[src/rtl/regfile_wb_arbiter_pkg.sv]
// Shared types and constants for the register-file write-port arbiter.
// The struct widths match the default ADDR_WIDTH/DATA_WIDTH of the top level.
package regfile_wb_arbiter_pkg;

  localparam int REG_IDX_BITS  = 5;
  localparam int WB_ADDR_WIDTH = 9;
  localparam int WB_DATA_WIDTH = 32;

  typedef enum logic {
    INIT = 1'b0,
    RUN  = 1'b1
  } state_t;

  typedef struct packed {
    logic                     valid;
    logic [WB_ADDR_WIDTH-1:0] addr;
    logic [WB_DATA_WIDTH-1:0] data;
    logic                     live;
  } wb_req_t;

  // Register index 0 of every hart is hardwired to zero.
  function automatic logic reg_is_zero(input logic [REG_IDX_BITS-1:0] idx);
    return (idx == '0);
  endfunction

endpackage

[src/rtl/regfile_wb_arbiter_wb_fifo.sv]
// Small flop-based FIFO for load writebacks. Each entry carries a live bit
// that an address-matching invalidate clears, so stale loads drain silently.
module wb_fifo
  import regfile_wb_arbiter_pkg::*;
#(
  parameter int DEPTH      = 4,
  parameter int ADDR_WIDTH = 9,
  parameter int DATA_WIDTH = 32
) (
  input  logic                      clk,
  input  logic                      reset,
  input  logic                      push,
  input  logic [ADDR_WIDTH-1:0]     push_addr,
  input  logic [DATA_WIDTH-1:0]     push_data,
  input  logic                      pop,
  input  logic                      inv_en,
  input  logic [ADDR_WIDTH-1:0]     inv_addr,
  output wb_req_t                   head,
  output logic [$clog2(DEPTH):0]    count
);

  localparam int PTR_W = $clog2(DEPTH);
  localparam int CNT_W = PTR_W + 1;

  logic [ADDR_WIDTH-1:0] mem_addr [DEPTH];
  logic [DATA_WIDTH-1:0] mem_data [DEPTH];
  logic [DEPTH-1:0]      live;
  logic [PTR_W-1:0]      wr_ptr;
  logic [PTR_W-1:0]      rd_ptr;
  logic                  push_ok;
  logic                  pop_ok;

  always_comb begin
    push_ok = push && (count < CNT_W'(DEPTH));
    pop_ok  = pop && (count != '0);
  end

  always_comb begin
    head       = '0;
    head.valid = (count != '0);
    head.addr  = mem_addr[rd_ptr];
    head.data  = mem_data[rd_ptr];
    head.live  = live[rd_ptr];
  end

  always_ff @(posedge clk) begin
    if (reset) begin
      wr_ptr <= '0;
      rd_ptr <= '0;
      count  <= '0;
      live   <= '0;
    end else begin
      for (int i = 0; i < DEPTH; i++) begin
        if (inv_en && (mem_addr[i] == inv_addr)) live[i] <= 1'b0;
      end
      // A load arriving alongside a same-address ALU write is the older of the two.
      if (push_ok) begin
        mem_addr[wr_ptr] <= push_addr;
        mem_data[wr_ptr] <= push_data;
        live[wr_ptr]     <= !(inv_en && (push_addr == inv_addr));
        wr_ptr           <= wr_ptr + PTR_W'(1);
      end
      if (pop_ok) rd_ptr <= rd_ptr + PTR_W'(1);
      case ({push_ok, pop_ok})
        2'b10:   count <= count + CNT_W'(1);
        2'b01:   count <= count - CNT_W'(1);
        default: count <= count;
      endcase
    end
  end

endmodule

[src/rtl/regfile_wb_arbiter.sv]
// Single write port controller for the barrel-core register file: clears it
// after reset, then merges fixed-priority ALU writes with buffered load writes.
module regfile_wb_arbiter
  import regfile_wb_arbiter_pkg::*;
#(
  parameter int SIZE       = 512,
  parameter int ADDR_WIDTH = 9,
  parameter int DATA_WIDTH = 32,
  parameter int FIFO_DEPTH = 4
) (
  input  logic                          clk,
  input  logic                          reset,
  input  logic                          alu_wb_valid,
  input  logic [ADDR_WIDTH-1:0]         alu_wb_addr,
  input  logic [DATA_WIDTH-1:0]         alu_wb_data,
  input  logic                          mem_wb_valid,
  output logic                          mem_wb_ready,
  input  logic [ADDR_WIDTH-1:0]         mem_wb_addr,
  input  logic [DATA_WIDTH-1:0]         mem_wb_data,
  output logic                          ram_en,
  output logic                          ram_we,
  output logic [ADDR_WIDTH-1:0]         ram_addr,
  output logic [DATA_WIDTH-1:0]         ram_data,
  output logic                          init_done,
  output logic [$clog2(FIFO_DEPTH):0]   pending
);

  localparam int CNT_W = $clog2(FIFO_DEPTH) + 1;
  localparam logic [ADDR_WIDTH:0] CLR_END = (ADDR_WIDTH + 1)'(SIZE);

  state_t                state;
  logic [ADDR_WIDTH:0]   clr_cnt;
  wb_req_t               head;
  logic                  alu_take;
  logic                  mem_push;
  logic                  fifo_pop;

  // Valid/ready: a load transfers in any cycle where mem_wb_valid and
  // mem_wb_ready are both high; ready depends only on registered state.
  assign mem_wb_ready = init_done && (pending < CNT_W'(FIFO_DEPTH));

  always_comb begin
    alu_take = (state == RUN) && alu_wb_valid &&
               !reg_is_zero(alu_wb_addr[REG_IDX_BITS-1:0]);
    mem_push = mem_wb_valid && mem_wb_ready &&
               !reg_is_zero(mem_wb_addr[REG_IDX_BITS-1:0]);
    fifo_pop = (state == RUN) && head.valid && !alu_take;
  end

  wb_fifo #(
    .DEPTH      (FIFO_DEPTH),
    .ADDR_WIDTH (ADDR_WIDTH),
    .DATA_WIDTH (DATA_WIDTH)
  ) u_fifo (
    .clk       (clk),
    .reset     (reset),
    .push      (mem_push),
    .push_addr (mem_wb_addr),
    .push_data (mem_wb_data),
    .pop       (fifo_pop),
    .inv_en    (alu_take),
    .inv_addr  (alu_wb_addr),
    .head      (head),
    .count     (pending)
  );

  always_ff @(posedge clk) begin
    if (reset) begin
      state     <= INIT;
      clr_cnt   <= '0;
      init_done <= 1'b0;
      ram_en    <= 1'b0;
      ram_we    <= 1'b0;
      ram_addr  <= '0;
      ram_data  <= '0;
    end else begin
      case (state)
        INIT: begin
          // The counter reaching SIZE marks the cycle after the last clear write.
          if (clr_cnt < CLR_END) begin
            ram_en   <= 1'b1;
            ram_we   <= 1'b1;
            ram_addr <= clr_cnt[ADDR_WIDTH-1:0];
            ram_data <= '0;
            clr_cnt  <= clr_cnt + (ADDR_WIDTH + 1)'(1);
          end else begin
            ram_en    <= 1'b0;
            ram_we    <= 1'b0;
            init_done <= 1'b1;
            state     <= RUN;
          end
        end
        RUN: begin
          if (alu_take) begin
            ram_en   <= 1'b1;
            ram_we   <= 1'b1;
            ram_addr <= alu_wb_addr;
            ram_data <= alu_wb_data;
          end else if (fifo_pop && head.live) begin
            ram_en   <= 1'b1;
            ram_we   <= 1'b1;
            ram_addr <= head.addr;
            ram_data <= head.data;
          end else begin
            ram_en <= 1'b0;
            ram_we <= 1'b0;
          end
        end
        default: state <= INIT;
      endcase
    end
  end

endmodule

[config.mk]
export PLATFORM = sky130hd
export DESIGN_NAME = regfile_wb_arbiter
export DESIGN_NICKNAME = d
export VERILOG_FILES = /design/src/rtl/regfile_wb_arbiter_pkg.sv /design/src/rtl/regfile_wb_arbiter_wb_fifo.sv /design/src/rtl/regfile_wb_arbiter.sv
export SDC_FILE = /design/constraint.sdc
export NUM_CORES = 1
export LEC_CHECK = 0
export BUFFER_PORTS_ARGS = -buffer_cell sky130_fd_sc_hd__buf_4
export CELL_PAD_IN_SITES_DETAIL_PLACEMENT = 0
export CELL_PAD_IN_SITES_GLOBAL_PLACEMENT = 1
export CORE_AREA = 10 10 122 234
export DETAILED_ROUTE_END_ITERATION = 10
export DIE_AREA = 0 0 132 244
export PLACE_DENSITY = 0.8
export SETUP_SLACK_MARGIN = 0.3
export SKIP_LAST_GASP = 1
export SLEW_MARGIN = 0
export SYNTH_ARGS = -nofsm -noshare
export SYNTH_HDL_FRONTEND = slang
export SYNTH_HIERARCHICAL = 1
export SYNTH_SLANG_ARGS = --single-unit
[constraint.sdc]
create_clock -name clk -period 2.44 [get_ports clk]
set_clock_uncertainty 0.15 [all_clocks]
set_input_delay 0.122 -clock clk [delete_from_list [all_inputs] [get_ports clk]]
set_output_delay 0.122 -clock clk [all_outputs]
set_load 0.1 [all_outputs]
== Yosys cells after proc, flatten, opt, wreduce, memory -nomap -nowiden ==
Memories as Yosys holds them, arrays and structs flattened. A register that Yosys moved wholly into a read port is not among the register bits.
Cells that the tools add are included.

* $lt $le $gt $ge: 5
* Equality and inequality tests: 9
* Reduce and logical (&&, ||, !) cells: 27
* Bitwise gates (word level): 2
* $add $sub $neg: 5
* Muxes and demuxes: 36

{| class="wikitable"
|+ Operators with widths
! kind !! count
|-
| two-way mux 32 bit || 3
|-
| one-hot mux 32 bit (2 select lines) || 1
|-
| == test 9 bit || 5
|-
| two-way mux 9 bit || 3
|-
| two-way mux 1 bit || 18
|-
| one-hot mux 9 bit (2 select lines) || 1
|-
| logical AND 1 bit || 16
|-
| adder 10 x 1 -> 10 bit, second input constant || 1
|-
| zero test 5 bit || 2
|-
| less-than comparator 10 bit, second input constant || 1
|-
| two-way mux 2 bit || 4
|-
| less-than comparator 2 x 3 -> 1 bit, second input constant || 2
|-
| one-hot mux 3 bit (2 select lines) || 1
|-
| AND reduction 2 bit || 3
|-
| adder 2 x 1 -> 2 bit, second input constant || 2
|-
| bitwise mux 4 bit || 1
|-
| zero test 1 bit || 4
|-
| two-way mux 4 bit || 1
|-
| adder 3 x 1 -> 3 bit, second input constant || 1
|-
| less-than comparator 3 bit, second input constant || 1
|-
| inequality test 3 x 1 -> 1 bit, second input constant || 1
|-
| nonzero test 3 bit || 1
|-
| subtractor 3 x 1 -> 3 bit, second input constant || 1
|-
| binary-select mux 1 bit (select 2 bit) || 1
|-
| other kinds (8) || 9
|}

* Output and inout port bits: 48
* RAM bits: 164
* Memories: 2
* Bits in registers: 65
* Bits of input ports: 86

{| class="wikitable"
|+ Memory list
! memory !! depth !! bits a word !! rd ports !! clocked after memory_dff !! write ports !! RTL line !! RTL
|-
| u_fifo.mem_data || 4 || 32 || 1 || 1 || 1 || regfile_wb_arbiter_wb_fifo.sv:26 || <nowiki>logic [DATA_WIDTH-1:0] mem_data [DEPTH];</nowiki>
|-
| u_fifo.mem_addr || 4 || 9 || 5 || 1 || 1 || regfile_wb_arbiter_wb_fifo.sv:25 || <nowiki>logic [ADDR_WIDTH-1:0] mem_addr [DEPTH];</nowiki>
|}

== Logic depth before layout (Yosys ltp) ==
* Depth after elaboration: 9
* Gate-level depth with buffers: 12
* Mapped depth without buffers: 11

== Hierarchy ==
Netlist, hierarchy kept.

{| class="wikitable"
|+ Modules (own cells, without submodules)
! module !! cells each !! times used !! area an instance (µm²)
|-
| wb_fifo || 353 || 1 || 7155.6
|-
| regfile_wb_arbiter || 303 || 1 || 2531.2
|}

== Least setup slack after synthesis ==
Ideal clock, no wire load.

* Path kind: register -> register
* Start: reg init_done
* End: mem u_fifo.mem_addr[0][0], enable pin
* Path slack: -2.302 ns
* Period minus slack after synthesis: 4.742 ns
* Arrival time: 4.189 ns
* Data required time: 1.888 ns
* Stages on the path, launching flop included: 9
* Path buffers: 1
* Path through: dfxtp_1 -> nor2b_1 -> nand2_1 -> a21oi_1 -> nor2b_1 -> buf_2 -> inv_2 -> nor2_2 -> and2_1

* Word-level cells in the longest chain between the ends: 7

{| class="wikitable"
|+ Ends and longest elaborated chain
! element !! RTL line !! RTL
|-
| from (decl) || regfile_wb_arbiter.sv:24 || <nowiki>output logic init_done,</nowiki>
|-
| from (signal assigned) || regfile_wb_arbiter.sv:71 || <nowiki>init_done <= 1'b0;</nowiki>
|-
| from (signal assigned) || regfile_wb_arbiter.sv:89 || <nowiki>init_done <= 1'b1;</nowiki>
|-
| logical AND 1 bit || regfile_wb_arbiter.sv:40 || <nowiki>assign mem_wb_ready = init_done && (pending < CNT_W'(FIFO_DEPTH));</nowiki>
|-
| via mem_wb_ready || regfile_wb_arbiter.sv:17 || <nowiki>output logic mem_wb_ready,</nowiki>
|-
| logical AND 1 bit (2 in a row) || regfile_wb_arbiter.sv:45 || <nowiki>mem_push = mem_wb_valid && mem_wb_ready &&</nowiki>
|-
| via mem_push || regfile_wb_arbiter.sv:35 || <nowiki>logic mem_push;</nowiki>
|-
| logical AND 1 bit || regfile_wb_arbiter_wb_fifo.sv:34 || <nowiki>push_ok = push && (count < CNT_W'(DEPTH));</nowiki>
|-
| two-way mux 1 bit || regfile_wb_arbiter_wb_fifo.sv:57 || <nowiki>if (push_ok) begin</nowiki>
|-
| two-way mux 1 bit || regfile_wb_arbiter_wb_fifo.sv:47 || <nowiki>if (reset) begin</nowiki>
|-
| two-way mux 1 bit (implied by the code) || regfile_wb_arbiter_wb_fifo.sv:58 || <nowiki>mem_addr[wr_ptr] <= push_addr;</nowiki>
|-
| to (decl) || regfile_wb_arbiter_wb_fifo.sv:25 ||
|}

The timed path passes the listed nets, and every way through them passes these cells.

==> results.toml <==
[drt]
post_drt_wl_per_cell_um = 20.80
drt_iter0_markers = 405
vias = 6334
wl_um = 25940
routed_via_density = 5.079
drtPass1Iterations = 4
drc = 0
antenna_left = 0

[global_routing]
grt.total_usage = 0.1585
antenna_found_initial = 4
overflow = 0
grt_pass1_vias = 6880
grt_max_degree = 43
grt_pass1_wl_um = 39830

[yosys]
yosys_warnings = 6
synth_top_area_share = 0.5084
synth-edff-count = 164
async_flop_share = 0
yosysSeqAreaShare = 0.6469
yosys-top-cells-area = "edfxtp_1 (51%), dfxtp_1 (14%), mux4_2 (9.8%)"
syn_area_um2 = 9687
yosysTopAreaCell = "edfxtp_1"
ys_ff_latch = 231
ys.flop_type = "edfxtp_1"
synth_fp_nets = 749
ys_types = 49
syn_avg_cell_area_um2 = 14.77
netlist_instances = 656

[timing]
hold_slack_ns = 0.08789
worst_pin_slew_ns = 0.9928
final-hold-violation-count = 0
rsz0062_at_grt = "yes"
setup_viol = 0
drv_slew = 0
post-route-period-util = 0.9109
fmax_mhz = 449.9
min_period_ns = 2.223
finalSetupTns_ns = 0
max-slew-margin-rel = 0.3381

[cts]
numCtsBuffers = 21
clock_sinks = 231
clk_pin_slew_ns = 0.07
cts_root_buf = "clkbuf_16"
clock_latency_ns = 0.52
cts_tree = "done"
h-tree-depth = 1
cts.path.max_buffers = 3

[worst_setup_path]
cp.required_ns = 2.73
r2r_end = "u_fifo/count[2]"
ff2ff_path_depth = 9
startpoint = "u_fifo/count[2]"
critPathMaxFanout = 3
ff2ff_setup_slack_ns = 0.22
worstSetupEndpoint = "u_fifo/count[2]"
cp-start-kind = "register"
rr_startpoint = "u_fifo/count[2]"
cp-end-kind = "register"
critPathKind = "register to register"
cp.arrival_ns = 2.51

[finish]
stdcell_area_um2 = 12890
final_cells = 1247
fin_nets = 985
drive_gt1_frac = 0.3208
areaGrowthSynthToFinish_pct = 33.08

[power_and_ir_drop]
p_int_w = 0.006278
swShare = 0.2145
p_sw_w = 0.001714
p_seq_frac = 0.525
p_per_area_nw_per_um2 = 620.0
p_comb_frac = 0.057
leakage_nw = 4.444
ir_worst_vdd_mv = 0.7349
pwr-share-clk = 0.418

[placed_design]
place_hpwl_um = 18030
dpl_cell_area_um2 = 11250
io_buffers = 133
dp.cells = 1112
gp_congestion = 0.8361

[hold_path]
min_path_type = "input port to register"

[floorplanning]
num_rows = 82
ios = 134
core_um2 = 24930
initial_core_util = 0.3885
die_w_um = 132
die_height_um = 244
die-area_um2 = 32210

[status]
status = "finished, final reports clean"

[run]
max-cap-violations = 0
-- worst min-delay path by stage --
stage / from / end / slack [ns] / cells past startpoint
CTS: alu_wb_addr[1] / ram_addr[1] / 0.07 / 4
global route: alu_wb_addr[2] / ram_addr[2] / 0.11 / 4
finish: alu_wb_addr[2] / ram_addr[2] / 0.09 / 4
global placement: mem_wb_data[12] / u_fifo/mem_data[2][12] / 0.17 / 1
detailed placement: mem_wb_data[4] / u_fifo/mem_data[1][4] / 0.18 / 1
floorplan: mem_wb_addr[0] / u_fifo/mem_addr[0][0] / 0.07 / 0
-- final cells by class --
cell class / count / area, µm²
Tap cell: 336 / 420.4
Clock buffer: 24 / 546.8
Multi-Input combinational cell: 336 / 3038
Fill cell: 2087 / 12040
Sequential cell: 231 / 6289
Inverter: 45 / 171.4
Clock inverter: 14 / 143.9
Timing Repair Buffer: 257 / 2272
Antenna cell: 4 / 10.01
-- stage by stage --
stage | setup WS (ns) | utilization | total power [W]
global placement | -0.1010 | 0.4513 | 0.004624
global route | 0.1386 | 0.5171 | 0.008272
CTS | 0.2167 | 0.5154 | 0.008091
detailed placement | -0.1226 | 0.4513 | 0.004632
floorplan | -0.2964 | - | 0.004446
finish | 0.2173 | 0.5171 | 0.007992
-- power groups by stage --
stage	Clock [W]	Combinational, W	Sequential [W]
floorplan	0	0.000132	0.00431
global placement	0	0.000337	0.00429
detailed placement	0	0.000345	0.00429
CTS	0.00344	0.000453	0.00420
global route	0.00359	0.000483	0.00420
finish	0.00334	0.000453	0.00420
-- layout by cell type, fill, tap and decap left out, drive strengths merged, types with 2 or more instances in the layout --
cell type	Yosys	routed
buf	34	178
edfxtp	164	164
dlygate4sd3	0	79
nand3	71	71
dfxtp	67	67
inv	45	49
mux4	42	42
xor2	41	41
o211ai	36	36
nor2	28	28
clkbuf	10	24
xnor2	17	17
a21oi	10	10
nand4	9	9
nand2	9	9
nor4	8	8
clkinv	0	7
a22o	6	6
ha	6	6
and2	6	6
diode	0	4
and3	4	4
a32oi	4	4
nand2b	4	4
o21ai	3	3
or3	3	3
nor3	3	3
o31a	3	3
nor2b	3	3
a31oi	2	2
o41ai	2	2
a221oi	2	2
a221o	2	2
a21o	2	2
a32o	2	2
bufinv	0	2
o31ai	2	2
-- flip-flops by register name, indices dropped and copies added (netlist names), 2 cells and up, named ones only --
signal / cells
u_fifo/wr_ptr: 2
u_fifo/mem_data: 128
ram_data: 32
u_fifo/count: 3
u_fifo/live: 4
ram_addr: 9
u_fifo/rd_ptr: 2
clr_cnt: 10
u_fifo/mem_addr: 36
-- routing by layer --
layer  track usage  part of all wire  up-vias
li1              -                 -     2963
met1        0.1506              0.34     3176
met2        0.3233              0.59      148
met3       0.02300             0.036       47
met4       0.06410             0.032        0
met5             0                 0        -
-- logic make-up (layout without fill, tap and decap cells) --
logic type,count (synthesis),count (layout),synth area share
adders and majority gates,7,7,0.009816
muxes,42,42,0.09765
DFF,231,231,0.6469
and+or+nand+nor,150,150,0.07970
buffers and inverters,89,340,0.04663
xor gates and xnor gates,58,58,0.05670
other,0,4,0
AOI/OAI and AO/OA,79,79,0.06265
-- critical path, cell delays in order (launching register included) --
cell and delay (ns):
dfxtp_4 0.36, or3_4 0.39, and3_1 0.17, o31a_1 0.14, ha_4 0.18, inv_2 0.05, fa_2 0.19, xor2_1 0.06
or3_1 0.33, a21oi_2 0.12
-- timing repair --
action / in CTS / in global routing
resized for setup: 8 / 3
pin swaps: 1 / 1
endpoints found under the setup margin: 71 / 147
hold buffers: 79 / 0
hold endpoints to repair: 212 / 0
setup buffers: 11 / 3
-- cells in the mapped netlist (all sizes together) (6+ instances only) --
cell type,count
o211ai,36
a22o,6
ha,6
xor2,41
nor2,28
buf,34
a21oi,10
dfxtp,67
nor4,8
inv,45
mux4,42
clkbuf,10
edfxtp,164
nand4,9
xnor2,17
nand2,9
and2,6
nand3,71
Power figures use the tool's default switching activity.
